File: src/rtl/a_axi_write_response_gather_4_to_1_pkg.sv
// Shared definitions for the 4-to-1 AXI-Lite B-channel gather: SLR count,
// response encodings and the severity-max helper used by the join.
package a_axi_write_response_gather_4_to_1_pkg;

  localparam int NUM_SLR = 4;
  localparam int RESP_W  = 2;

  typedef enum logic [RESP_W-1:0] {
    RESP_OKAY   = 2'd0,
    RESP_EXOKAY = 2'd1,
    RESP_SLVERR = 2'd2,
    RESP_DECERR = 2'd3
  } bresp_e;

  // Encodings are ordered by severity, so the worst response is the numeric max.
  function automatic logic [RESP_W-1:0] resp_max(input logic [RESP_W-1:0] a,
                                                 input logic [RESP_W-1:0] b);
    return (a > b) ? a : b;
  endfunction

endpackage

File: src/rtl/a_axi_write_response_gather_4_to_1_b_resp_fifo.sv
// Small per-SLR response FIFO with registered full_n/empty_n and an occupancy
// count; full_n doubles as the registered BREADY back to the SLR.
module b_resp_fifo
  import a_axi_write_response_gather_4_to_1_pkg::*;
#(
  parameter int DEPTH  = 4,
  parameter int ADDR_W = 2
) (
  input  logic              clk,
  input  logic              rst_n,
  input  logic              push_i,
  input  logic [RESP_W-1:0] wdata_i,
  input  logic              pop_i,
  output logic [RESP_W-1:0] rdata_o,
  output logic              full_n_o,
  output logic              empty_n_o,
  output logic [ADDR_W:0]   occ_o
);

  localparam logic [ADDR_W:0]   OCC_FULL = (ADDR_W+1)'(DEPTH);
  localparam logic [ADDR_W:0]   OCC_ONE  = (ADDR_W+1)'(1);
  localparam logic [ADDR_W-1:0] PTR_ONE  = ADDR_W'(1);

  logic [RESP_W-1:0] mem_q [DEPTH];
  logic [ADDR_W-1:0] wptr_q, rptr_q;
  logic [ADDR_W:0]   occ_q, occ_d;
  logic              full_n_q, empty_n_q;
  logic              push, pop;

  assign push = push_i & full_n_q;
  assign pop  = pop_i & empty_n_q;

  always_comb begin
    occ_d = occ_q;
    if (push && !pop)      occ_d = occ_q + OCC_ONE;
    else if (pop && !push) occ_d = occ_q - OCC_ONE;
  end

  always_ff @(posedge clk) begin
    if (push) mem_q[wptr_q] <= wdata_i;
  end

  always_ff @(posedge clk or negedge rst_n) begin
    if (!rst_n) begin
      wptr_q    <= '0;
      rptr_q    <= '0;
      occ_q     <= '0;
      full_n_q  <= 1'b0;
      empty_n_q <= 1'b0;
    end else begin
      if (push) wptr_q <= wptr_q + PTR_ONE;
      if (pop)  rptr_q <= rptr_q + PTR_ONE;
      occ_q     <= occ_d;
      full_n_q  <= (occ_d != OCC_FULL);
      empty_n_q <= (occ_d != '0);
    end
  end

  assign rdata_o   = mem_q[rptr_q];
  assign full_n_o  = full_n_q;
  assign empty_n_o = empty_n_q;
  assign occ_o     = occ_q;

endmodule

File: src/rtl/a_axi_write_response_gather_4_to_1.sv
// Joins the four per-SLR B responses of a broadcast write into one host B
// response (worst code wins), tracking outstanding writes and protocol errors.
module a_axi_write_response_gather_4_to_1
  import a_axi_write_response_gather_4_to_1_pkg::*;
#(
  parameter int FIFO_DEPTH      = 4,
  parameter int FIFO_ADDR_WIDTH = 2,
  parameter int CNT_WIDTH       = 4
) (
  input  logic                 ap_clk,
  input  logic                 ap_rst_n,
  input  logic                 s_axi_control_BVALID_slr_0,
  output logic                 s_axi_control_BREADY_slr_0,
  input  logic [RESP_W-1:0]    s_axi_control_BRESP_slr_0,
  input  logic                 s_axi_control_BVALID_slr_1,
  output logic                 s_axi_control_BREADY_slr_1,
  input  logic [RESP_W-1:0]    s_axi_control_BRESP_slr_1,
  input  logic                 s_axi_control_BVALID_slr_2,
  output logic                 s_axi_control_BREADY_slr_2,
  input  logic [RESP_W-1:0]    s_axi_control_BRESP_slr_2,
  input  logic                 s_axi_control_BVALID_slr_3,
  output logic                 s_axi_control_BREADY_slr_3,
  input  logic [RESP_W-1:0]    s_axi_control_BRESP_slr_3,
  output logic                 s_axi_control_BVALID,
  input  logic                 s_axi_control_BREADY,
  output logic [RESP_W-1:0]    s_axi_control_BRESP,
  input  logic                 aw_fire,
  output logic [CNT_WIDTH-1:0] outstanding,
  output logic                 err_spurious,
  output logic                 err_overflow
);

  localparam logic [CNT_WIDTH-1:0] CNT_MAX = {CNT_WIDTH{1'b1}};
  localparam logic [CNT_WIDTH-1:0] CNT_ONE = CNT_WIDTH'(1);
  localparam int CMP_W = ((CNT_WIDTH > FIFO_ADDR_WIDTH + 1) ? CNT_WIDTH : FIFO_ADDR_WIDTH + 1) + 1;

  logic [NUM_SLR-1:0]                    slr_vld, slr_rdy, push, empty_n;
  logic [NUM_SLR-1:0][RESP_W-1:0]        slr_resp, rdata;
  logic [NUM_SLR-1:0][FIFO_ADDR_WIDTH:0] occ;

  logic                 bvalid_q, bvalid_d;
  logic [RESP_W-1:0]    bresp_q, bresp_d, resp_worst;
  logic [CNT_WIDTH-1:0] cnt_q, cnt_d;
  logic                 spur_q, spur_d, ovf_q, ovf_d;
  logic                 join_pop, host_hs, spur_hit;
  logic [CMP_W-1:0]     expect_cnt;

  assign slr_vld  = {s_axi_control_BVALID_slr_3, s_axi_control_BVALID_slr_2,
                     s_axi_control_BVALID_slr_1, s_axi_control_BVALID_slr_0};
  assign slr_resp = {s_axi_control_BRESP_slr_3, s_axi_control_BRESP_slr_2,
                     s_axi_control_BRESP_slr_1, s_axi_control_BRESP_slr_0};
  assign s_axi_control_BREADY_slr_0 = slr_rdy[0];
  assign s_axi_control_BREADY_slr_1 = slr_rdy[1];
  assign s_axi_control_BREADY_slr_2 = slr_rdy[2];
  assign s_axi_control_BREADY_slr_3 = slr_rdy[3];

  assign push     = slr_vld & slr_rdy;
  assign host_hs  = bvalid_q & s_axi_control_BREADY;
  // All four FIFOs pop together or not at all, keeping the SLR streams aligned.
  assign join_pop = (&empty_n) & (~bvalid_q | s_axi_control_BREADY);

  for (genvar g = 0; g < NUM_SLR; g++) begin : g_slr
    b_resp_fifo #(
      .DEPTH  (FIFO_DEPTH),
      .ADDR_W (FIFO_ADDR_WIDTH)
    ) u_fifo (
      .clk       (ap_clk),
      .rst_n     (ap_rst_n),
      .push_i    (push[g]),
      .wdata_i   (slr_resp[g]),
      .pop_i     (join_pop),
      .rdata_o   (rdata[g]),
      .full_n_o  (slr_rdy[g]),
      .empty_n_o (empty_n[g]),
      .occ_o     (occ[g])
    );
  end

  always_comb begin
    resp_worst = rdata[0];
    for (int k = 1; k < NUM_SLR; k++) resp_worst = resp_max(resp_worst, rdata[k]);
  end

  always_comb begin
    bvalid_d = bvalid_q;
    bresp_d  = bresp_q;
    if (join_pop) begin
      bvalid_d = 1'b1;
      bresp_d  = resp_worst;
    end else if (s_axi_control_BREADY) begin
      bvalid_d = 1'b0;
    end
  end

  always_comb begin
    cnt_d = cnt_q;
    ovf_d = ovf_q;
    if (aw_fire && !host_hs) begin
      if (cnt_q == CNT_MAX) ovf_d = 1'b1;
      else                  cnt_d = cnt_q + CNT_ONE;
    end else if (host_hs && !aw_fire && cnt_q != '0) begin
      cnt_d = cnt_q - CNT_ONE;
    end
  end

  // An SLR already holding as many undelivered responses as there are writes
  // in flight (including this cycle's AW) is answering a write that never existed.
  always_comb begin
    spur_hit   = 1'b0;
    expect_cnt = CMP_W'(cnt_q) + CMP_W'(aw_fire);
    for (int k = 0; k < NUM_SLR; k++) begin
      if (push[k] && (CMP_W'(occ[k]) + CMP_W'(bvalid_q) >= expect_cnt)) spur_hit = 1'b1;
    end
    spur_d = spur_q | spur_hit;
  end

  always_ff @(posedge ap_clk or negedge ap_rst_n) begin
    if (!ap_rst_n) begin
      bvalid_q <= 1'b0;
      bresp_q  <= '0;
      cnt_q    <= '0;
      spur_q   <= 1'b0;
      ovf_q    <= 1'b0;
    end else begin
      bvalid_q <= bvalid_d;
      bresp_q  <= bresp_d;
      cnt_q    <= cnt_d;
      spur_q   <= spur_d;
      ovf_q    <= ovf_d;
    end
  end

  assign s_axi_control_BVALID = bvalid_q;
  assign s_axi_control_BRESP  = bresp_q;
  assign outstanding          = cnt_q;
  assign err_spurious         = spur_q;
  assign err_overflow         = ovf_q;

endmodule
File: config.mk
export PLATFORM = sky130hd
export DESIGN_NAME = a_axi_write_response_gather_4_to_1
export DESIGN_NICKNAME = d
export VERILOG_FILES = /design/src/rtl/a_axi_write_response_gather_4_to_1_pkg.sv /design/src/rtl/a_axi_write_response_gather_4_to_1_b_resp_fifo.sv /design/src/rtl/a_axi_write_response_gather_4_to_1.sv
export SDC_FILE = /design/constraint.sdc
export NUM_CORES = 1
export LEC_CHECK = 0
export BUFFER_PORTS_ARGS = -buffer_cell sky130_fd_sc_hd__buf_4
export CAP_MARGIN = 30
export CORE_UTILIZATION = 50
export CTS_BUF_LIST = sky130_fd_sc_hd__clkbuf_8 sky130_fd_sc_hd__clkbuf_16
export DETAILED_ROUTE_END_ITERATION = 8
export PLACE_DENSITY = 0.75
export RECOVER_POWER = 100
export SYNTH_ARGS = -nofsm -noshare
export SYNTH_HDL_FRONTEND = slang
export SYNTH_HIERARCHICAL = 1
export SYNTH_SLANG_ARGS = --single-unit
File: constraint.sdc
create_clock -name ap_clk -period 3 [get_ports ap_clk]
set_input_delay 0.6 -clock ap_clk [delete_from_list [all_inputs] [get_ports ap_clk]]
set_output_delay 0.6 -clock ap_clk [all_outputs]
set_load 0.05 [all_outputs]
==> results.sh <==
export IMPL_status="finished clean"
export IMPL_synth_seq_cells=77
export IMPL_synth_seq_area_share_pct=46.3
export IMPL_top_layer_used="met4"
export IMPL_r2r_slack_ns=0.13
export IMPL_start_kind="flop"
export IMPL_power_leakage_uw=0.00210
export IMPL_cts_tree="built"
export IMPL_p_per_area_mw_per_mm2=1180
export IMPL_syn_avg_cell_area_sq_um=12.1
export IMPL_cts_buffers=9
export IMPL_grt_pass1_wl_um=13900
export IMPL_yosys_warnings=6
export IMPL_rows=34
export IMPL_root_buffer="clkbuf_8"
export IMPL_placed_cells=503
export IMPL_syn_inst=371
export IMPL_diodes=0
export IMPL_synthFlopType="dfrtp_1"
export IMPL_fin_hold_ws_ns=0.445
export IMPL_cts_sinks=77
export IMPL_cp_data_required_time_ns=3.25
export IMPL_layout_commonest_cell="ha_1"
export IMPL_skew_ns=0.00911
export IMPL_multi_input_area_sq_mm=0.00222
export IMPL_p_int_uw=3270
export IMPL_path_cells="mux4_2, inv_1, ha_2, inv_1, ha_1, o22a_1, a32oi_2, ha_1, nand2_1, o21ai_0, nand2_1, o21ai_0, mux2_2"
export IMPL_drive_above_1_share_pct=12.6
export IMPL_power_switching_uw=2540
export IMPL_fmax_mhz=349
export IMPL_critPathKind="flop to flop"
export IMPL_crit_arrival_ns=3.12
export IMPL_drt_wl_total_um=7690
export IMPL_wl_met1_um=3520
export IMPL_setup_tns_ns=0
export IMPL_htreeDepth=3
export IMPL_final_cell_mix="55 x ha_1, 43 x dfrtp_1, 32 x edfxtp_1"
export IMPL_start_util_pct=51.6
export IMPL_synthesis_area_sq_mm=0.00450
export IMPL_grt_usage_pct=18.6
export IMPL_fin_crit_sh_pct=95.6
export IMPL_clkLatencyLatePin_ns=0.36
export IMPL_die_y_um=96.9
export IMPL_synth_edff_count=32
export IMPL_final_util_pct=56.4
export IMPL_overflow=0
export IMPL_slew_headroom_pct=22.6
export IMPL_ctsLongestPathBuffers=2
export IMPL_wire_per_inst_um=14.8
export IMPL_setup_viol=0
export IMPL_synth_cell_types=44
export IMPL_async_flop_share_pct=58.4
export IMPL_syn_num_nets=444
export IMPL_hold_path_class="input pin to async pin"
export IMPL_slowest_delay_ns=0.52
export IMPL_drt_first_pass_iters=4
export IMPL_antenna_found_initial=0
export IMPL_areaGrowthSynthToFinish_pct=9.25
export IMPL_design_core_area_sq_mm=0.00872
export IMPL_num_vias=2836
export IMPL_gp_congestion=0.758
export IMPL_drv_cap=0
export IMPL_place_hpwl_um=5790
export IMPL_critPathCaptureType="flop"
export IMPL_clk_pin_slew_ns=0.09
export IMPL_r2r_start="g_slr[0].u_fifo/rptr_q[0]$_DFFE_PN0P_"
export IMPL_postCtsHoldBufs=0
export IMPL_grt_max_degree=46
export IMPL_hold_viol_final=0
export IMPL_dieArea_sq_mm=0.00939
export IMPL_port_buffers=28
export IMPL_drv_slew=0
export IMPL_stdcell_count=521
export IMPL_via_per_inst=5.44
export IMPL_dr_wl_met2_um=3870
export IMPL_fp_dieW_um=96.9
export IMPL_fill_cells=729
export IMPL_swShare_pct=43.7
export IMPL_drc_errors=0
export IMPL_pwr_share_clk_pct=14.0
export IMPL_grt_pass1_vias=2980
export IMPL_ios=29
export IMPL_nets=481
export IMPL_route_met3_wl_um=200
export IMPL_crit_fanout=3
export IMPL_reg2reg_to="s_axi_control_BRESP[0]$_DFFE_PN0P_"
export IMPL_p_seq_share_pct=33.0
export IMPL_cpMaxStageDelayCell="mux4_2"
export IMPL_peakVddDrop_v=0.000777
export IMPL_place_area_sq_mm=0.00481
export IMPL_comb_power_share_pct=53.0
export IMPL_ant_nets=0
export IMPL_drtIter0Drc=68
export IMPL_reg2regPathDepth=13
export IMPL_regArea_sq_mm=0.00209
export IMPL_tightest_slew_ns=1.16
export IMPL_postLayoutCellArea_sq_mm=0.00492
export IMPL_fin_crit_ns=2.87
==> power by group through the flow <==
stage | Clock [uW] | Sequential [uW] | Combinational, uW
6_report | 814 | 1920 | 3080
3_5_place_dp | 0 | 1950 | 3130
4_1_cts | 842 | 1940 | 3160
3_3_place_gp | 0 | 1930 | 2950
5_1_grt | 887 | 1990 | 3530
2_1_floorplan | 0 | 2050 | 2330
==> sequential cells by signal, summed over array words and instances, names as in the netlist <==
name and flops:
g_slr.u_fifo/rptr_q 8, s_axi_control_BRESP 2, g_slr.u_fifo/empty_n_o 4, g_slr.u_fifo/wptr_q 8, outstanding 4, g_slr.u_fifo/mem_q 32
s_axi_control_BVALID 1, g_slr.u_fifo/full_n_o 4, err_overflow 1, err_spurious 1, g_slr.u_fifo/occ_o 12
==> how the worst max path moves through the flow <==
stage                                           from                            endpoint  slack [ns]
6_report       g_slr[0].u_fifo/rptr_q[0]$_DFFE_PN0P_  s_axi_control_BRESP[0]$_DFFE_PN0P_        0.13
5_1_grt        g_slr[0].u_fifo/rptr_q[0]$_DFFE_PN0P_  s_axi_control_BRESP[0]$_DFFE_PN0P_      -0.004
4_1_cts        g_slr[1].u_fifo/rptr_q[0]$_DFFE_PN0P_  s_axi_control_BRESP[0]$_DFFE_PN0P_        0.03
3_5_place_dp   g_slr[0].u_fifo/rptr_q[0]$_DFFE_PN0P_  s_axi_control_BRESP[0]$_DFFE_PN0P_       0.009
3_3_place_gp   g_slr[1].u_fifo/rptr_q[0]$_DFFE_PN0P_  s_axi_control_BRESP[0]$_DFFE_PN0P_        0.13
2_1_floorplan  g_slr[0].u_fifo/rptr_q[0]$_DFFE_PN0P_  s_axi_control_BRESP[0]$_DFFE_PN0P_        0.26
==> layout make-up <==
cell class / instances / area share, %
Sequential cell: 77 / 42.5
Tap cell: 108 / 2.75
Multi-Input combinational cell: 256 / 45.1
Clock inverter: 7 / 1.63
Clock buffer: 9 / 2.52
Inverter: 33 / 2.52
Timing Repair Buffer: 31 / 3.00
==> critical path: cells and delay by family (launching register included) <==
kind	cells	cell delay (ns)
flip-flops	1	0.39
buffers and inverters	2	0.13
adder cells (fa/ha/maj)	3	0.72
multiplexers	2	0.78
AND/OR/NAND/NOR	2	0.14
AO/OA/AOI/OAI	4	0.61
==> repair_timing <==
| action | 4_1_cts | 5_1_grt |
|---|---|---|
| setup buffers | 0 | 2 |
| hold endpoints to repair | 0 | 0 |
| endpoints found under the setup margin | 1 | 1 |
| resized for setup | 2 | 3 |
| pin swaps | 0 | 1 |
==> metrics by stage <==
| stage | power (uW) | setup slack (ns) |
|---|---|---|
| after floorplan | 4380 | 0.258 |
| after global placement | 4870 | 0.130 |
| after detailed placement | 5080 | 0.00918 |
| after CTS | 5940 | 0.0273 |
| after global routing | 6410 | -0.00387 |
| final | 5810 | 0.132 |
==> cells by family after synthesis <==
logic type	after synthesis	share of synthesized area (%)
AOI/OAI and AO/OA	50	7.75
xor gates and xnor gates	39	7.75
adders and majority gates	57	16.0
buffers and inverters	38	3.86
muxes	20	6.83
and+or+nand+nor	90	11.5
DFF	77	46.3
==> Yosys cell counts, types with 2 or more instances <==
cell type | n | share of area (%)
nand2b_1 | 7 | 0.97
edfxtp_1 | 32 | 21
a21o_1 | 2 | 0.33
nand4_1 | 8 | 1.1
o211ai_1 | 4 | 0.67
and3_2 | 4 | 0.67
nand2_2 | 3 | 0.42
ha_1 | 56 | 16
and2_1 | 5 | 0.69
or4_1 | 3 | 0.50
o311ai_1 | 3 | 0.58
nand2_1 | 22 | 1.8
o31ai_1 | 4 | 0.67
o21ai_0 | 4 | 0.44
o221ai_1 | 4 | 0.78
o21bai_1 | 5 | 0.83
nor2_1 | 7 | 0.58
and3_1 | 16 | 2.2
xnor2_1 | 31 | 6.0
buf_6 | 4 | 1.0
a21oi_1 | 15 | 1.7
mux2i_1 | 6 | 1.3
xor2_1 | 7 | 1.4
inv_1 | 30 | 2.5
dfrtp_1 | 45 | 25
and2_4 | 3 | 0.58
mux4_2 | 8 | 4.0
nand2_4 | 2 | 0.50
mux2_2 | 6 | 1.5
clkinv_1 | 3 | 0.25
a21boi_1 | 4 | 0.67
nand3_1 | 6 | 0.67
==> layer usage <==
layer,global-route usage (%),vias up
li1,-,1409
met1,23.0,1389
met2,31.6,28
met3,4.70,10
met4,6.77,0
met5,0,-
No activity file was read; power rests on OpenSTA's default activity.
